`config.mk`:
```
export PLATFORM = sky130hd
export DESIGN_NAME = lag_monitored_link_flat
export DESIGN_NICKNAME = d
export VERILOG_FILES = /design/src/rtl/lag_monitored_link_pkg.sv /design/src/rtl/lag_monitored_link_if.sv /design/src/rtl/lag_link_seq_checker.sv /design/src/rtl/lag_monitored_link.sv /design/src/flat_wrapper.sv
export SDC_FILE = /design/constraint.sdc
export NUM_CORES = 1
export LEC_CHECK = 0
export BUFFER_PORTS_ARGS = -buffer_cell sky130_fd_sc_hd__buf_2
export CAP_MARGIN = 20
export CORE_MARGIN = 1
export CORE_UTILIZATION = 53
export DETAILED_ROUTE_END_ITERATION = 7
export PLACE_DENSITY = 0.81
export RECOVER_POWER = 100
export SYNTH_ARGS = -nofsm -noshare
export SYNTH_HDL_FRONTEND = slang
export SYNTH_SLANG_ARGS = --single-unit
```
`constraint.sdc`:
```
create_clock -name clk -period 3.3 [get_ports clk]
set_clock_uncertainty 0.15 [all_clocks]
set_input_delay 0.165 -clock clk [delete_from_list [all_inputs] [get_ports clk]]
set_output_delay 0.165 -clock clk [all_outputs]
set_load 0.02 [all_outputs]
```
`src/rtl/lag_monitored_link_pkg.sv`:
```
// Shared types for the LAG mesh link: flit layout, hop-field limit and flit-ID width.
package lag_monitored_link_pkg;

    localparam int unsigned HopW    = 4;
    localparam int unsigned FlitIdW = 8;
    localparam int unsigned DataW   = 16;

    localparam logic [HopW-1:0] HopMax = '1;

    typedef struct packed {
        logic valid;
        logic head;
        logic tail;
    } flit_ctrl_t;

    typedef struct packed {
        logic [HopW-1:0] hops;
    } flit_debug_t;

    typedef struct packed {
        flit_ctrl_t         control;
        flit_debug_t        debug;
        logic [FlitIdW-1:0] flit_id;
        logic [DataW-1:0]   payload;
    } flit_t;

    // Valid flits gain one hop, saturating; everything else passes untouched.
    function automatic flit_t hop_adjust(flit_t f);
        flit_t r;
        r = f;
        if (f.control.valid && (f.debug.hops != HopMax)) begin
            r.debug.hops = f.debug.hops + 1'b1;
        end
        return r;
    endfunction

endpackage

```
`src/rtl/lag_monitored_link_if.sv`:
```
// Bundle of link-facing signals; slave is the link itself, master is the surrounding fabric.
interface lag_monitored_link_if
    import lag_monitored_link_pkg::*;
#(
    parameter int unsigned NPC    = 2,
    parameter int unsigned UTIL_W = 32
);
    flit_t [NPC-1:0]              data_in;
    flit_t [NPC-1:0]              data_out;
    logic  [NPC-1:0]              ctrl_in;
    logic  [NPC-1:0]              ctrl_out;
    logic  [NPC-1:0][UTIL_W-1:0]  util_live;
    logic  [NPC-1:0][UTIL_W-1:0]  util_snap;
    logic                         snap_valid;
    logic  [NPC-1:0]              seq_err;
    logic                         err_clr;

    modport master (
        output data_in, ctrl_in, err_clr,
        input  data_out, ctrl_out, util_live, util_snap, snap_valid, seq_err
    );

    modport slave (
        input  data_in, ctrl_in, err_clr,
        output data_out, ctrl_out, util_live, util_snap, snap_valid, seq_err
    );
endinterface

```
`src/rtl/lag_link_seq_checker.sv`:
```
// Per-channel flit-ID sequence checker with sticky error and windowed utilisation counter.
module lag_link_seq_checker
    import lag_monitored_link_pkg::*;
#(
    parameter int unsigned UTIL_W = 32
) (
    input  logic               clk,
    input  logic               rst_n,
    input  logic               valid_i,
    input  logic               tail_i,
    input  logic [FlitIdW-1:0] id_i,
    input  logic               win_end_i,
    input  logic               err_clr_i,
    output logic               seq_err_o,
    output logic [UTIL_W-1:0]  util_live_o,
    output logic [UTIL_W-1:0]  util_snap_o
);
    logic [FlitIdW-1:0] exp_q, exp_d;
    logic               err_q, err_d;
    logic [UTIL_W-1:0]  live_q, live_d, snap_q, snap_d, live_inc;

    always_comb begin
        exp_d    = exp_q;
        err_d    = err_q;
        snap_d   = snap_q;
        live_inc = (valid_i && (live_q != '1)) ? live_q + 1'b1 : live_q;
        live_d   = live_inc;
        if (err_clr_i) err_d = 1'b0;
        // A fresh error overrides a same-cycle clear; resync follows the received ID.
        if (valid_i) begin
            if (id_i != exp_q) err_d = 1'b1;
            exp_d = tail_i ? FlitIdW'(1) : id_i + 1'b1;
        end
        if (win_end_i) begin
            snap_d = live_inc;
            live_d = '0;
        end
    end

    always_ff @(posedge clk or negedge rst_n) begin
        if (!rst_n) begin
            exp_q  <= FlitIdW'(1);
            err_q  <= 1'b0;
            live_q <= '0;
            snap_q <= '0;
        end else begin
            exp_q  <= exp_d;
            err_q  <= err_d;
            live_q <= live_d;
            snap_q <= snap_d;
        end
    end

    assign seq_err_o   = err_q;
    assign util_live_o = live_q;
    assign util_snap_o = snap_q;
endmodule

```
`src/rtl/lag_monitored_link.sv`:
```
// Pipelined multi-channel router link with hop increment, credit return and per-channel monitors.
module lag_monitored_link
    import lag_monitored_link_pkg::*;
#(
    parameter int unsigned NPC          = 2,
    parameter int unsigned LATENCY      = 1,
    parameter int unsigned CTRL_LATENCY = 1,
    parameter int unsigned UTIL_W       = 32,
    parameter int unsigned WINDOW       = 1024
) (
    input logic                 clk,
    input logic                 rst_n,
    lag_monitored_link_if.slave link
);
    localparam int unsigned WinW = (WINDOW > 1) ? $clog2(WINDOW) : 1;

    flit_t [NPC-1:0]   data_pipe;
    logic  [NPC-1:0]   ctrl_pipe;
    logic  [WinW-1:0]  win_q, win_d;
    logic              win_end;
    logic              snap_valid_q;
    logic [UTIL_W-1:0] live [NPC];
    logic [UTIL_W-1:0] snap [NPC];
    logic [NPC-1:0]    err;

    if (LATENCY == 0) begin : g_data_comb
        assign data_pipe = link.data_in;
    end else begin : g_data_pipe
        flit_t [NPC-1:0] stage_q [LATENCY];
        always_ff @(posedge clk or negedge rst_n) begin
            if (!rst_n) begin
                for (int unsigned s = 0; s < LATENCY; s++) stage_q[s] <= '0;
            end else begin
                stage_q[0] <= link.data_in;
                for (int unsigned s = 1; s < LATENCY; s++) stage_q[s] <= stage_q[s-1];
            end
        end
        assign data_pipe = stage_q[LATENCY-1];
    end

    if (CTRL_LATENCY == 0) begin : g_ctrl_comb
        assign ctrl_pipe = link.ctrl_in;
    end else begin : g_ctrl_pipe
        logic [NPC-1:0] cstage_q [CTRL_LATENCY];
        always_ff @(posedge clk or negedge rst_n) begin
            if (!rst_n) begin
                for (int unsigned s = 0; s < CTRL_LATENCY; s++) cstage_q[s] <= '0;
            end else begin
                cstage_q[0] <= link.ctrl_in;
                for (int unsigned s = 1; s < CTRL_LATENCY; s++) cstage_q[s] <= cstage_q[s-1];
            end
        end
        assign ctrl_pipe = cstage_q[CTRL_LATENCY-1];
    end

    // WINDOW of 0 keeps the counter parked and never ends a window.
    always_comb begin
        win_end = (WINDOW != 0) && (win_q == WinW'(WINDOW - 1));
        win_d   = win_q;
        if (win_end)          win_d = '0;
        else if (WINDOW != 0) win_d = win_q + 1'b1;
    end

    always_ff @(posedge clk or negedge rst_n) begin
        if (!rst_n) begin
            win_q        <= '0;
            snap_valid_q <= 1'b0;
        end else begin
            win_q        <= win_d;
            snap_valid_q <= win_end;
        end
    end

    for (genvar c = 0; c < NPC; c++) begin : g_chan
        lag_link_seq_checker #(
            .UTIL_W (UTIL_W)
        ) u_checker (
            .clk         (clk),
            .rst_n       (rst_n),
            .valid_i     (link.data_in[c].control.valid),
            .tail_i      (link.data_in[c].control.tail),
            .id_i        (link.data_in[c].flit_id),
            .win_end_i   (win_end),
            .err_clr_i   (link.err_clr),
            .seq_err_o   (err[c]),
            .util_live_o (live[c]),
            .util_snap_o (snap[c])
        );
    end

    always_comb begin
        link.data_out = '0;
        link.util_live = '0;
        link.util_snap = '0;
        for (int c = 0; c < NPC; c++) begin
            link.data_out[c]  = hop_adjust(data_pipe[c]);
            link.util_live[c] = live[c];
            link.util_snap[c] = snap[c];
        end
    end

    assign link.ctrl_out   = ctrl_pipe;
    assign link.seq_err    = err;
    assign link.snap_valid = snap_valid_q;
endmodule

```
`src/flat_wrapper.sv`:
```
// flat-port wrapper written by rule: the top's interface ports become plain ports
module lag_monitored_link_flat import lag_monitored_link_pkg::*;
#(
    parameter int unsigned NPC          = 2,
    parameter int unsigned LATENCY      = 1,
    parameter int unsigned CTRL_LATENCY = 1,
    parameter int unsigned UTIL_W       = 32,
    parameter int unsigned WINDOW       = 1024
)
  (clk, rst_n, link_data_in, link_ctrl_in, link_err_clr, link_data_out, link_ctrl_out, link_util_live, link_util_snap, link_snap_valid, link_seq_err);
  lag_monitored_link_if #(.NPC(NPC), .UTIL_W(UTIL_W)) link_i ();
  input logic clk;
  input logic rst_n;
  input wire logic [$bits(link_i.data_in)-1:0] link_data_in;
  input wire logic [$bits(link_i.ctrl_in)-1:0] link_ctrl_in;
  input wire logic [$bits(link_i.err_clr)-1:0] link_err_clr;
  output wire logic [$bits(link_i.data_out)-1:0] link_data_out;
  output wire logic [$bits(link_i.ctrl_out)-1:0] link_ctrl_out;
  output wire logic [$bits(link_i.util_live)-1:0] link_util_live;
  output wire logic [$bits(link_i.util_snap)-1:0] link_util_snap;
  output wire logic [$bits(link_i.snap_valid)-1:0] link_snap_valid;
  output wire logic [$bits(link_i.seq_err)-1:0] link_seq_err;
  assign link_i.data_in = link_data_in;
  assign link_i.ctrl_in = link_ctrl_in;
  assign link_i.err_clr = link_err_clr;
  assign link_data_out = link_i.data_out;
  assign link_ctrl_out = link_i.ctrl_out;
  assign link_util_live = link_i.util_live;
  assign link_util_snap = link_i.util_snap;
  assign link_snap_valid = link_i.snap_valid;
  assign link_seq_err = link_i.seq_err;
  lag_monitored_link #(.NPC(NPC), .LATENCY(LATENCY), .CTRL_LATENCY(CTRL_LATENCY), .UTIL_W(UTIL_W), .WINDOW(WINDOW)) u_core (.clk(clk), .rst_n(rst_n), .link(link_i));
endmodule
```
## Word-level counts from Yosys, hierarchy flattened

Index checks and enable logic that the tools add are counted.

- Add/subtract/negate cells: 7
- Reductions and logical operators: 4
- Eq/ne operators: 7
- Muxes and demuxes: 15

Operators by type and width:

| operator | number |
|---|---|
| two-way mux 32 bit | 4 |
| adder 32 x 1 -> 32 bit (second input constant) | 2 |
| != test 32 bit (second input constant) | 2 |
| adder 8 x 1 -> 8 bit (second input constant) | 2 |
| two-way mux 8 bit | 2 |
| != test 8 bit | 2 |
| adder 10 x 1 -> 10 bit (second input constant) | 1 |
| equality test 10 bit (second input constant) | 1 |
| two-way mux 10 bit | 1 |
| adder 4 x 1 -> 4 bit (second input constant) | 2 |
| two-way mux 4 bit | 2 |
| != test 4 bit (second input constant) | 2 |
| two-way mux 1 bit | 6 |
| logical AND 1 bit | 4 |

- Word-level logic and storage cells: 56
- Register bits: 221
- Bits of input ports: 67

## Longest topological paths before layout

- Depth after elaboration: 4
- Gate-level depth with buffers: 7

## Cells and area by module

From an unflattened synthesis, not the netlist that was laid out.

- Cells, all modules: 918
- Area total of the unflattened synthesis: 10,015.9 µm²

By module, submodules not included:

| module | seq. area each (µm²) | cells each | area an instance (µm²) | times used |
|---|---|---|---|---|
| lag_link_seq_checker (u_core.g_chan[0].u_checker) | 1,828.0 | 366 | 3,729.8 | 1 |
| lag_link_seq_checker (u_core.g_chan[1].u_checker) | 1,828.0 | 367 | 3,602.2 | 1 |
| lag_monitored_link | 1,876.8 | 185 | 2,683.8 | 1 |

## Worst setup path after synthesis

OpenSTA, ideal clock, no wires.

- Kind: register to register
- Start point: reg u_core.g_chan[1].u_checker.live_q[11]
- End point: reg u_core.g_chan[1].u_checker.snap_q[29]
- Arrival time: 2.268 ns
- Clock period less this slack: 2.500 ns
- Cell stages (with the launch flop): 6
- Path slack: 0.800 ns
- Path buffers: 0
- Cells stage by stage: dfrtp_1 > nand4_2 > or4_1 > or3_1 > or4_1 > a31oi_1

- Cells in the longest elaborated chain, start to end: 3
- Elaborated cells between the ends (all ways): 4

Ends and longest elaborated chain:

| what | RTL line | text |
|---|---|---|
| start, declared | lag_link_seq_checker.sv:20 | `logic [UTIL_W-1:0] live_q, live_d, snap_q, snap_d, live_inc;` |
| start signal, assigned | lag_link_seq_checker.sv:49 | `live_q <= live_d;` |
| parallel branches: the longest is 2 deep, another holds adder 32 x 1 -> 32 bit | - |  |
| two-way mux 32 bit (*) | lag_link_seq_checker.sv:26 | `live_inc = (valid_i && (live_q != '1)) ? live_q + 1'b1 : live_q;` |
| end signal, assigned | lag_link_seq_checker.sv:50 | `snap_q <= snap_d;` |
| end, declared | lag_link_seq_checker.sv:20 |  |

Every way passes the cells marked *.
A chain may end at the register's enable or synchronous reset.

## Worst setup path after layout

- Start point: in link_data_in[30]
- End point: reg u_core.g_chan[0].u_checker.snap_q[23]

- Cells in the longest elaborated chain, start to end: 2

Ends and longest elaborated chain:

| what | RTL line | text |
|---|---|---|
| start, declared | flat_wrapper.sv:14 | `input wire logic [$bits(link_i.data_in)-1:0] link_data_in;` |
| logical AND 1 bit | lag_link_seq_checker.sv:26 |  |
| two-way mux 32 bit | lag_link_seq_checker.sv:26 |  |
| end signal, assigned | lag_link_seq_checker.sv:50 |  |
| end, declared | lag_link_seq_checker.sv:20 |  |

No other way between the ends.

==> flow_summary.json <==
{
  "status": "complete, but fails checks",
  "violations": "capacitance limit, slew limit",
  "cts_root_buffer": "clkbuf_16",
  "worstPathRequired_ns": 3.49,
  "p_leak_nw": 4.971,
  "hold_violations": 0,
  "post_cts_buffers": 0,
  "num_io_pins": 262,
  "synth.distinct_cells": 47,
  "slew_headroom_pct": -63.03,
  "fmax_ghz": 0.3416,
  "clkSinkCount": 221,
  "clkSlewWorstSetupHoldPaths_ns": 0.06,
  "core_mm2": 0.01748,
  "highest_layer": "met4",
  "final_nets": 1261,
  "grt_max_degree": 99,
  "drt-met1-wl_um": 10650,
  "dpl_cell_area_mm2": 0.01080,
  "syn-cell-area_mm2": 0.009613,
  "cp_max_fo": 21,
  "cts_resized": 0,
  "insertion_delay_ns": 0.51,
  "ys.flop_type": "dfrtp_1",
  "antenna_found_initial": 0,
  "critPathKind": "primary input to register",
  "synth_edf_count": 0,
  "reg2reg_to": "u_core.g_chan[1].u_checker.util_snap_o[0]$_DFFE_PN0P_",
  "port_buffers": 261,
  "tns_ns": 0,
  "path_buf_inv": 2,
  "die-area_mm2": 0.01868,
  "synthTopCellsByArea": "dfrtp_1 57%, buf_4 4.4%, o21ai_0 3.3%",
  "dp_hpwl_um": 16760,
  "max_cap_violations": 1,
  "worst_setup_path_end_kind": "register",
  "firstDrtPassIters": 4,
  "r2r_cells": 5,
  "antennaDiodeCount": 0,
  "synth_area_leader_cell": "dfrtp_1",
  "wire_per_inst_um": 17.96,
  "cp_slowest_cell": "clkbuf_1",
  "initial_utilization_pct": 55.00,
  "fp-row-count": 48,
  "finalInstanceArea_mm2": 0.01197,
  "drc": 0,
  "gp_routability_congestion": 0.8632,
  "yosysWarnings": 0,
  "die_h_um": 136.7,
  "grt_overflow": 0,
  "cts_buffers": 24,
  "ir_drop_uv": 536.9,
  "routed_wl_um": 25680,
  "wl_met3_um": 2243,
  "hold_start": "link_data_in[10]",
  "grt_pass1_wl_um": 39920,
  "arrival_ns": 3.11,
  "cts_tree": "built",
  "worst_slew_pin_slew_ns": 2.445,
  "die_w_um": 136.7,
  "holdPathStages": 2,
  "reg2reg_setup_slack_ns": 0.43,
  "synth_top_area_share_pct": 57.01,
  "area_growth_pct": 24.53,
  "postRouteAntennaNets": 0,
  "path_cells": "dlygate4sd3_1 > clkbuf_1 > nand3_1 > or2_2 > a2111oi_0 > xnor2_1 > o21ai_0",
  "setup_viol": 0,
  "final_max_slew_viol_count": 97,
  "async_reset_ff_share_pct": 100.0,
  "drt_iter0_drc": 544,
  "grt_pass1_vias": 7786,
  "timing.rr.start": "u_core.g_chan[1].u_checker.util_live_o[8]$_DFF_PN0_",
  "vias": 8141,
  "crit_family": "buffers and inverters",
  "hold_class": "primary input to register",
  "ys_seq_elements": 221,
  "min_to": "u_core.link.data_out[10]$_DFF_PN0_",
  "rsz0062_at_grt": "false",
  "drive_above_1_share_pct": 8.880,
  "grt_usage_pct": 27.07,
  "fin_util_pct": 68.50,
  "layout_min_cycle_time_ns": 2.927,
  "cts.path.max_buffers": 3,
  "viasPerCell": 5.693,
  "critPathLaunchType": "primary input",
  "synth.yosys.seq_area_share_pct": 57.56,
  "wl_met2_um": 12180,
  "postSynthCellCount": 914,
  "synth.avg_cell_area_um2": 10.52,
  "synth_fp_nets": 988,
  "critPathMaxStageDelay_ns": 0.75,
  "p_per_area_mw_per_mm2": 546.2,
  "h-tree-depth": 1,
  "fin_crit_sh_pct": 88.70
}
[Yosys cell counts, types with 3 or more instances]
master / number
inv_1: 27
and4_1: 8
nand3_1: 40
or4_1: 11
dfrtp_1: 219
nor2b_1: 3
buf_1: 3
nor2_1: 78
xnor2_1: 36
buf_4: 56
a31oi_1: 31
a21oi_1: 39
and3_1: 20
a21o_1: 3
o31ai_1: 8
nor4_1: 8
clkbuf_1: 29
nand2b_1: 3
or2_2: 4
o22ai_1: 14
ha_1: 7
nand4b_1: 3
mux2i_1: 4
nand2_1: 63
nor3_1: 9
o21ai_0: 64
xor2_1: 27
or3_1: 27
o211ai_1: 6
a2111oi_0: 4
nand4_1: 38
[metal layers]
| metal | vias to the layer above | track usage (%) |
|---|---|---|
| met1 | 3999 | 35.71 |
| li1 | 3761 | - |
| met2 | 336 | 43.88 |
| met5 | - | 0 |
| met3 | 45 | 6.667 |
| met4 | 0 | 8.580 |
[worst max-delay path by stage]
stage | cells past startpoint | startpoint | to
final | 7 | link_data_in[30] | u_core.g_chan[0].u_checker.util_snap_o[23]$_DFFE_PN0P_
after detailed placement | 5 | u_core.g_chan[1].u_checker.util_live_o[12]$_DFF_PN0_ | u_core.g_chan[1].u_checker.util_snap_o[29]$_DFFE_PN0P_
after global routing | 7 | link_data_in[30] | u_core.g_chan[0].u_checker.util_snap_o[23]$_DFFE_PN0P_
after CTS | 5 | u_core.g_chan[1].u_checker.util_live_o[12]$_DFF_PN0_ | u_core.g_chan[1].u_checker.util_snap_o[29]$_DFFE_PN0P_
after global placement | 5 | u_core.g_chan[1].u_checker.util_live_o[12]$_DFF_PN0_ | u_core.g_chan[1].u_checker.util_snap_o[29]$_DFFE_PN0P_
after floorplan | 5 | u_core.g_chan[1].u_checker.util_live_o[11]$_DFF_PN0_ | u_core.g_chan[1].u_checker.util_snap_o[29]$_DFFE_PN0P_
[cell families after synthesis]
kind of cell	after synthesis	synth area share, %
simple gates	322	17.27
flops	221	57.56
compound gates	180	11.19
buf+inv	115	6.677
xor+xnor	63	5.740
fa+ha+maj	7	0.9111
mux	6	0.6508
[state kept, by name, summed over array words and instances, names as in the netlist]
register	cells
u_core.g_chan.u_checker.exp_q	16
u_core.win_q	10
u_core.g_chan.u_checker.util_snap_o	64
u_core.g_chan.u_checker.seq_err_o	2
u_core.link.snap_valid	1
u_core.data_pipe	8
u_core.link.ctrl_out	2
u_core.g_chan.u_checker.util_live_o	64
u_core.link.data_out	54
[power breakdown]
group / total [mW] / switching (mW) / internal [mW]
Combinational: 0.758 / 0.497 / 0.261
Clock: 2.76 / 1.08 / 1.67
Sequential: 3.02 / 0.174 / 2.85
Total: 6.54 / 1.75 / 4.79
[final cells by class]
cell class              count  area [um2]
clock buffers              32       711.9
clock inverters            12       125.1
fillers                  1374        5505
inverters                  27       101.3
multi-input cells         578        3426
flip-flops and latches    221        5533
well taps                 225       281.5
repair buffers            335        1793
[cells in the final DEF, fill, tap and decap left out, drive strengths merged, types with 6 or more instances in the layout]
cell type,Yosys,routed
a21oi,39,39
a31oi,31,31
and3,20,20
and4,8,8
buf,59,48
clkbuf,29,253
clkinv,0,7
dfrtp,219,219
dlygate4sd3,0,66
ha,7,7
inv,27,27
nand2,63,63
nand3,40,40
nand4,39,39
nor2,78,78
nor3,10,10
nor4,9,9
o211ai,6,6
o21ai,65,65
o22ai,14,14
o31ai,10,10
or3,27,27
or4,11,11
xnor2,36,36
xor2,27,27
[what timing repair did]
action,in CTS,in global routing
hold endpoints to repair,178,0
setup endpoints to repair,0,0
hold buffers,66,0
[through the flow]
step | worst slack [ns] | std cells | power (mW) | hold slack (ns)
after floorplan | 0.7998 | 914 | 3.489 | -0.2806
after global placement | 0.6254 | 1320 | 3.764 | 0.1032
after detailed placement | 0.5666 | 1320 | 3.788 | 0.1108
after CTS | 0.5716 | 1430 | 6.627 | 0.1299
after global routing | 0.2118 | 1430 | 6.809 | 0.1406
final | 0.3728 | 1430 | 6.539 | 0.1498
Power figures use the tool's default switching activity.
